$ cat config.mk
export PLATFORM = sky130hd
export DESIGN_NAME = impartire_slave_rq_ack
export DESIGN_NICKNAME = d
export VERILOG_FILES = /design/src/rtl/rq_ack_pkg.sv /design/src/rtl/pas_impartire.sv /design/src/rtl/impartire_slave_rq_ack.sv
export SDC_FILE = /design/constraint.sdc
export NUM_CORES = 1
export LEC_CHECK = 0
export ABC_AREA = 1
export CORE_UTILIZATION = 40
export CTS_BUF_LIST = sky130_fd_sc_hd__clkbuf_8 sky130_fd_sc_hd__clkbuf_16
export CTS_CLUSTER_SIZE = 28
export DETAILED_ROUTE_END_ITERATION = 16
export GPL_TIMING_DRIVEN = 1
export MAX_ROUTING_LAYER = met4
export PLACE_DENSITY = 0.69
export RECOVER_POWER = 50
export SYNTH_ARGS = -nofsm -noshare
export SYNTH_HDL_FRONTEND = slang
export SYNTH_HIERARCHICAL = 1
export SYNTH_SLANG_ARGS = --single-unit
$ cat constraint.sdc
create_clock -name clk -period 1.72 [get_ports clk]
set_clock_uncertainty 0.1 [all_clocks]
set_input_delay 0.172 -clock clk [delete_from_list [all_inputs] [get_ports clk]]
set_output_delay 0.172 -clock clk [all_outputs]
set_load 0.005 [all_outputs]
$ cat src/rtl/rq_ack_pkg.sv
// Shared definitions for the req/ack slave family (divider and multiplier slaves).
// Contents:
//   state_e          - handshake FSM state encoding
//   operand_width()  - operand width N derived from the request payload width
//   counter_width()  - width of a down-counter that must hold max(N, dispersion)
package rq_ack_pkg;

  localparam int unsigned MaxReqDataWidth = 32;

  typedef enum logic [2:0] {
    StIdle    = 3'd0,
    StCalc    = 3'd1,
    StWait    = 3'd2,
    StAck     = 3'd3,
    StRelease = 3'd4
  } state_e;

  function automatic int unsigned operand_width(input int unsigned reqdata_width);
    return reqdata_width / 2;
  endfunction

  function automatic int unsigned counter_width(input int unsigned n,
                                                input int unsigned dispersion);
    int unsigned max_val;
    max_val = (n > dispersion) ? n : dispersion;
    if (max_val == 0) return 1;
    return $clog2(max_val + 1);
  endfunction

endpackage

$ cat src/rtl/pas_impartire.sv
// One combinational restoring-division step.
// Ports:
//   rem_i      - partial remainder before this step
//   bit_i      - next dividend bit shifted into the remainder
//   divisor_i  - divisor
//   rem_o      - partial remainder after this step
//   quo_bit_o  - quotient bit produced by this step
module pas_impartire #(
  parameter int unsigned Width = 8
) (
  input  logic [Width-1:0] rem_i,
  input  logic             bit_i,
  input  logic [Width-1:0] divisor_i,
  output logic [Width-1:0] rem_o,
  output logic             quo_bit_o
);

  logic [Width:0] trial;
  logic [Width:0] dvs_ext;
  logic [Width:0] diff;
  logic [Width:0] rem_sel;
  logic           unused_rem_msb;

  always_comb begin
    trial     = {rem_i, bit_i};
    dvs_ext   = {1'b0, divisor_i};
    diff      = trial - dvs_ext;
    quo_bit_o = (trial >= dvs_ext);
    rem_sel   = quo_bit_o ? diff : trial;
  end

  // When the subtract happens the result is below the divisor, so the MSB is zero.
  // With a zero divisor the MSB falls off, which is what yields remainder = dividend.
  assign rem_o          = rem_sel[Width-1:0];
  assign unused_rem_msb = rem_sel[Width];

endmodule

$ cat src/rtl/impartire_slave_rq_ack.sv
// Sequential restoring-division slave on the req/ack handshake.
// Captures {dividend, divisor} on req, produces one quotient bit per clock and returns
// {quotient, remainder} with a single-cycle ack, optionally delayed by DISPERSION cycles.
// Ports:
//   clk, rst  - clock (rising edge), asynchronous active-high reset
//   req       - request, held by the master until ack is seen
//   req_data  - {dividend, divisor}
//   ack       - one-cycle response strobe
//   ack_data  - {quotient, remainder}, held until the next result
//   busy      - high from capture until IDLE is re-entered
//   div_zero  - divisor of the current/last operation was zero
module impartire_slave_rq_ack
  import rq_ack_pkg::*;
#(
  parameter int unsigned REQDATA_WIDTH = 16,
  parameter int unsigned ACKDATA_WIDTH = 16,
  parameter int unsigned IMEDIAT       = 1,
  parameter int unsigned DISPERSION    = 10
) (
  input  logic                     clk,
  input  logic                     rst,
  input  logic                     req,
  input  logic [REQDATA_WIDTH-1:0] req_data,
  output logic                     ack,
  output logic [ACKDATA_WIDTH-1:0] ack_data,
  output logic                     busy,
  output logic                     div_zero
);

  localparam int unsigned N  = operand_width(REQDATA_WIDTH);
  localparam int unsigned CW = counter_width(N, DISPERSION);
  // DISPERSION = 0 degenerates to immediate ack.
  localparam bit UseWait = (IMEDIAT == 0) && (DISPERSION != 0);

  state_e                   state_q, state_d;
  logic [CW-1:0]            cnt_q, cnt_d;
  logic [N-1:0]             rem_q, rem_d;
  logic [N-1:0]             quo_q, quo_d;  // dividend bits shift out, quotient bits shift in
  logic [N-1:0]             dvs_q, dvs_d;
  logic                     dz_q, dz_d;
  logic [ACKDATA_WIDTH-1:0] ack_data_q, ack_data_d;
  logic                     ack_q, ack_d;
  logic                     busy_q, busy_d;

  logic [N-1:0]             step_rem;
  logic                     step_bit;
  logic [N-1:0]             quo_shift;

  pas_impartire #(
    .Width (N)
  ) u_pas_impartire (
    .rem_i     (rem_q),
    .bit_i     (quo_q[N-1]),
    .divisor_i (dvs_q),
    .rem_o     (step_rem),
    .quo_bit_o (step_bit)
  );

  assign quo_shift = (quo_q << 1) | N'(step_bit);

  always_comb begin
    state_d    = state_q;
    cnt_d      = cnt_q;
    rem_d      = rem_q;
    quo_d      = quo_q;
    dvs_d      = dvs_q;
    dz_d       = dz_q;
    ack_data_d = ack_data_q;

    unique case (state_q)
      StIdle: begin
        if (req) begin
          rem_d   = '0;
          quo_d   = req_data[2*N-1:N];
          dvs_d   = req_data[N-1:0];
          cnt_d   = CW'(N);
          dz_d    = (req_data[N-1:0] == '0);
          state_d = StCalc;
        end
      end

      StCalc: begin
        rem_d = step_rem;
        quo_d = quo_shift;
        cnt_d = cnt_q - CW'(1);
        if (cnt_q <= CW'(1)) begin
          if (UseWait) begin
            cnt_d   = CW'(DISPERSION);
            state_d = StWait;
          end else begin
            cnt_d      = '0;
            ack_data_d = ACKDATA_WIDTH'({quo_shift, step_rem});
            state_d    = StAck;
          end
        end
      end

      StWait: begin
        if (cnt_q <= CW'(1)) begin
          cnt_d      = '0;
          ack_data_d = ACKDATA_WIDTH'({quo_q, rem_q});
          state_d    = StAck;
        end else begin
          cnt_d = cnt_q - CW'(1);
        end
      end

      StAck: begin
        // A request still high here is the one just answered; park until it drops.
        state_d = req ? StRelease : StIdle;
      end

      StRelease: begin
        if (!req) state_d = StIdle;
      end

      default: state_d = StIdle;
    endcase

    // Outputs are registered from the next state so they are glitch-free ports.
    ack_d  = (state_d == StAck);
    busy_d = (state_d != StIdle);
  end

  always_ff @(posedge clk or posedge rst) begin
    if (rst) begin
      state_q    <= StIdle;
      cnt_q      <= '0;
      rem_q      <= '0;
      quo_q      <= '0;
      dvs_q      <= '0;
      dz_q       <= 1'b0;
      ack_data_q <= '0;
      ack_q      <= 1'b0;
      busy_q     <= 1'b0;
    end else begin
      state_q    <= state_d;
      cnt_q      <= cnt_d;
      rem_q      <= rem_d;
      quo_q      <= quo_d;
      dvs_q      <= dvs_d;
      dz_q       <= dz_d;
      ack_data_q <= ack_data_d;
      ack_q      <= ack_d;
      busy_q     <= busy_d;
    end
  end

  assign ack      = ack_q;
  assign ack_data = ack_data_q;
  assign busy     = busy_q;
  assign div_zero = dz_q;

endmodule

==> metrics.yaml <==
power:
  p_per_area_nw_per_um2: 2410
  peakVddDrop_v: 0.000763
  finalPower_mw: 9.64
  p_leak_nw: 2.02
sta:
  clock.fmax_mhz: 513
  tightest_slew_ns: 1.25
  setup_slack_ns: -0.230
  setup-tns-final_ns: -3.18
  drv_slew: 0
  finalHoldViolCount: 0
  relSlewSlack: 0.169
  setup_viol: 18
  rsz0062_at_grt: "true"
  fin_crit_sh: 1.13
  fin_crit_ns: 1.95
synth:
  synth_top_area_share: 0.422
  ys_seq_elements: 50
  synth_area_um2: 2970
  synth.yosys.seq_area_share: 0.422
  synthMuxAreaShare: 0
  syn_nets: 417
  synthFlopType: "dfrtp_1"
  synthSimpleGateAreaFrac: 0.341
  syn_inst: 387
  synth_area_leaders: "dfrtp_1 42%, nand2_1 15%, inv_1 5.9%"
  synthArstFlopShare: 1.00
  yosysTopAreaCell: "dfrtp_1"
  syn_avg_cell_area_um2: 7.67
  synth-compound-area-share: 0.0780
  yosysUniqueCellTypes: 30
  synthAdderAreaFrac: 0.0489
  yosys-top-cells-count: "120 x nand2_1, 50 x dfrtp_1, 47 x inv_1"
  synth_most_common_cell: "nand2_1"
  ys_warn_count: 6
  synth_xor_area_frac: 0.0118
  synth-edff-count: 0
  synth_top_family_by_area: "simple AND/OR/NAND/NOR gates"
drt:
  wl_per_cell_um: 12.0
  drt-pass1-iter-count: 11
  ant_nets: 0
  first_iter_violations: 145
  vias: 2695
  via_per_inst: 4.80
  drc: 2
  drt_wl_total_um: 6770
die:
  ios: 38
  die_h_um: 88.1
  die-area_um2: 7770
  coreArea_um2: 7210
  start_util: 0.411
  die_x_um: 88.1
  num_rows: 31
worst_setup_path:
  slowest_delay_ns: 0.42
  critPathLaunchType: "flop"
  rr_worst_depth: 13
  path_max_fanout: 5
  critPathKind: "reg2reg"
  critPathArrivalTime_ns: 2.09
  required_ns: 1.86
  slowest_stage: "dfrtp_1"
  end_kind: "flop"
  worstPathCellList: "ha_4 -> inv_2 -> nor2_2 -> nand2_2 -> nor2_4 -> nand2_8 -> nand2_8 -> nand2_2 -> nand2_2 -> nand2_1 -> o21ai_1 -> nand2_1 -> nand2_1"
placed_design:
  io_buffer_count: 37
  placed_area_um2: 3710
  hpwl_um: 4840
  gp_congestion: 0.881
global_route:
  grt_pass1_vias: 2417
  grt_max_degree: 51
  track_usage: 0.191
  grt_first_pass_wirelength_um: 11100
  antenna_found_initial: 0
  overflow: 0
flow_run:
  maxCapViolCount: 0
cts:
  cts_tree: "yes"
  cts_hold_buf: 0
  insertion_delay_ns: 0.31
  clock-sinks: 50
  clk_path_buf_depth: 2
  path_clk_slew_ns: 0.09
  htree_num_levels: 2
  cts_buffers: 5
  root_buffer: "clkbuf_8"
final_layout:
  final_area_um2: 4010
  regArea_um2: 1250
  multi_input_area_um2: 1620
  area_delta_synth_final_pct: 35.0
  drive_gt1_frac: 0.253
  antennaDiodeCount: 0
  finalNetCount: 492
  nFillCells: 679
status:
  status: "finished, violations left"
  violations: "design-rule violations, negative setup slack"
hold_path:
  hold_class: "in2reg"
  min_path_cells: 3
## cell usage in the layout, fill, tap and decap left out, types with 3 or more instances in the layout
cell type,Yosys,routed
a21oi_1,6,5
buf_4,2,35
clkbuf_8,0,5
clkdlybuf4s50_1,0,37
dfrtp_1,50,50
ha_1,10,3
ha_4,0,6
inv_1,47,43
inv_2,5,9
nand2_1,120,111
nand2_2,13,21
nand2_4,3,5
nand2_8,2,3
nand3_1,28,22
nand3_2,1,7
nand4_1,3,3
nor2_1,31,31
nor2_4,5,5
o21ai_0,28,14
o21ai_1,2,12
o21ai_2,0,4
o22ai_1,7,6
## kinds of logic after synthesis
| group | after synthesis |
|---|---|
| XOR/XNOR | 4 |
| AND/OR/NAND/NOR | 213 |
| buffers and inverters | 65 |
| AO/OA/AOI/OAI | 44 |
| flip-flops | 50 |
| adder cells (fa/ha/maj) | 11 |
## final cells by class
class,count,area share
Multi-Input combinational cell,274,0.404
Timing Repair Buffer,76,0.172
Clock inverter,3,0.0109
Clock buffer,5,0.0172
Inverter,55,0.0528
Tap cell,99,0.0309
Sequential cell,50,0.312
## metal layers
layer  wire (um)  part of all wire  vias up  track usage
met4          89             0.013        0       0.0440
met3         336             0.050        9       0.0302
met1        3150              0.47     1233        0.266
met2        3190              0.47       85        0.294
met5           0                 0        -            -
li1            -                 -     1368            -
## timing repair
item                                    CTS  global route
pin swaps                                19             9
endpoints found under the setup margin   18            26
buffers inserted                          3             6
cloned                                    2             0
resized for setup                        16            14
## worst max-delay path: cells and delay by family (launching register included)
kind / cells / cell delay (ns)
buffers and inverters: 1 / 0.04
flip-flops: 1 / 0.42
AND/OR/NAND/NOR: 10 / 0.94
adder cells (fa/ha/maj): 1 / 0.30
AO/OA/AOI/OAI: 1 / 0.07
## path summary, 6_finish.rpt
check	from	to	slack (ns)
max	rem_q[5]	ack_data[5]	-0.23
min	req_data[6]	dvs_q[6]	0.32
max reg2reg	rem_q[5]	ack_data[5]	-0.23
min reg2reg	ack_data[7]	ack_data[7]	0.38
max in group asynchronous	rst	div_zero	0.28
min in group asynchronous	rst	ack	0.50
## report_power, final
| part | switching, mW | total, mW | internal [mW] |
|---|---|---|---|
| Combinational | 3.60 | 6.66 | 3.05 |
| Sequential | 0.408 | 2.14 | 1.74 |
| Clock | 0.406 | 0.842 | 0.436 |
| Total | 4.42 | 9.64 | 5.23 |
## flip-flops by register name, summed over array words and instances, names as in the netlist
signal	count
ack	1
ack_data	16
busy	1
cnt_q	4
div_zero	1
dvs_q	8
quo_q	8
rem_q	8
state_q	3
## stage by stage
stage	cells	hold slack (ns)	utilization	setup WS [ns]
3_5_place_dp	543	0.364	0.514	-0.265
2_1_floorplan	387	0.182	-	-0.0722
6_report	562	0.324	0.555	-0.230
3_3_place_gp	543	0.362	0.514	-0.229
5_1_grt	562	0.340	0.555	-0.335
4_1_cts	556	0.141	0.543	-0.183
Note: power is estimated with default switching activity, not from simulation.
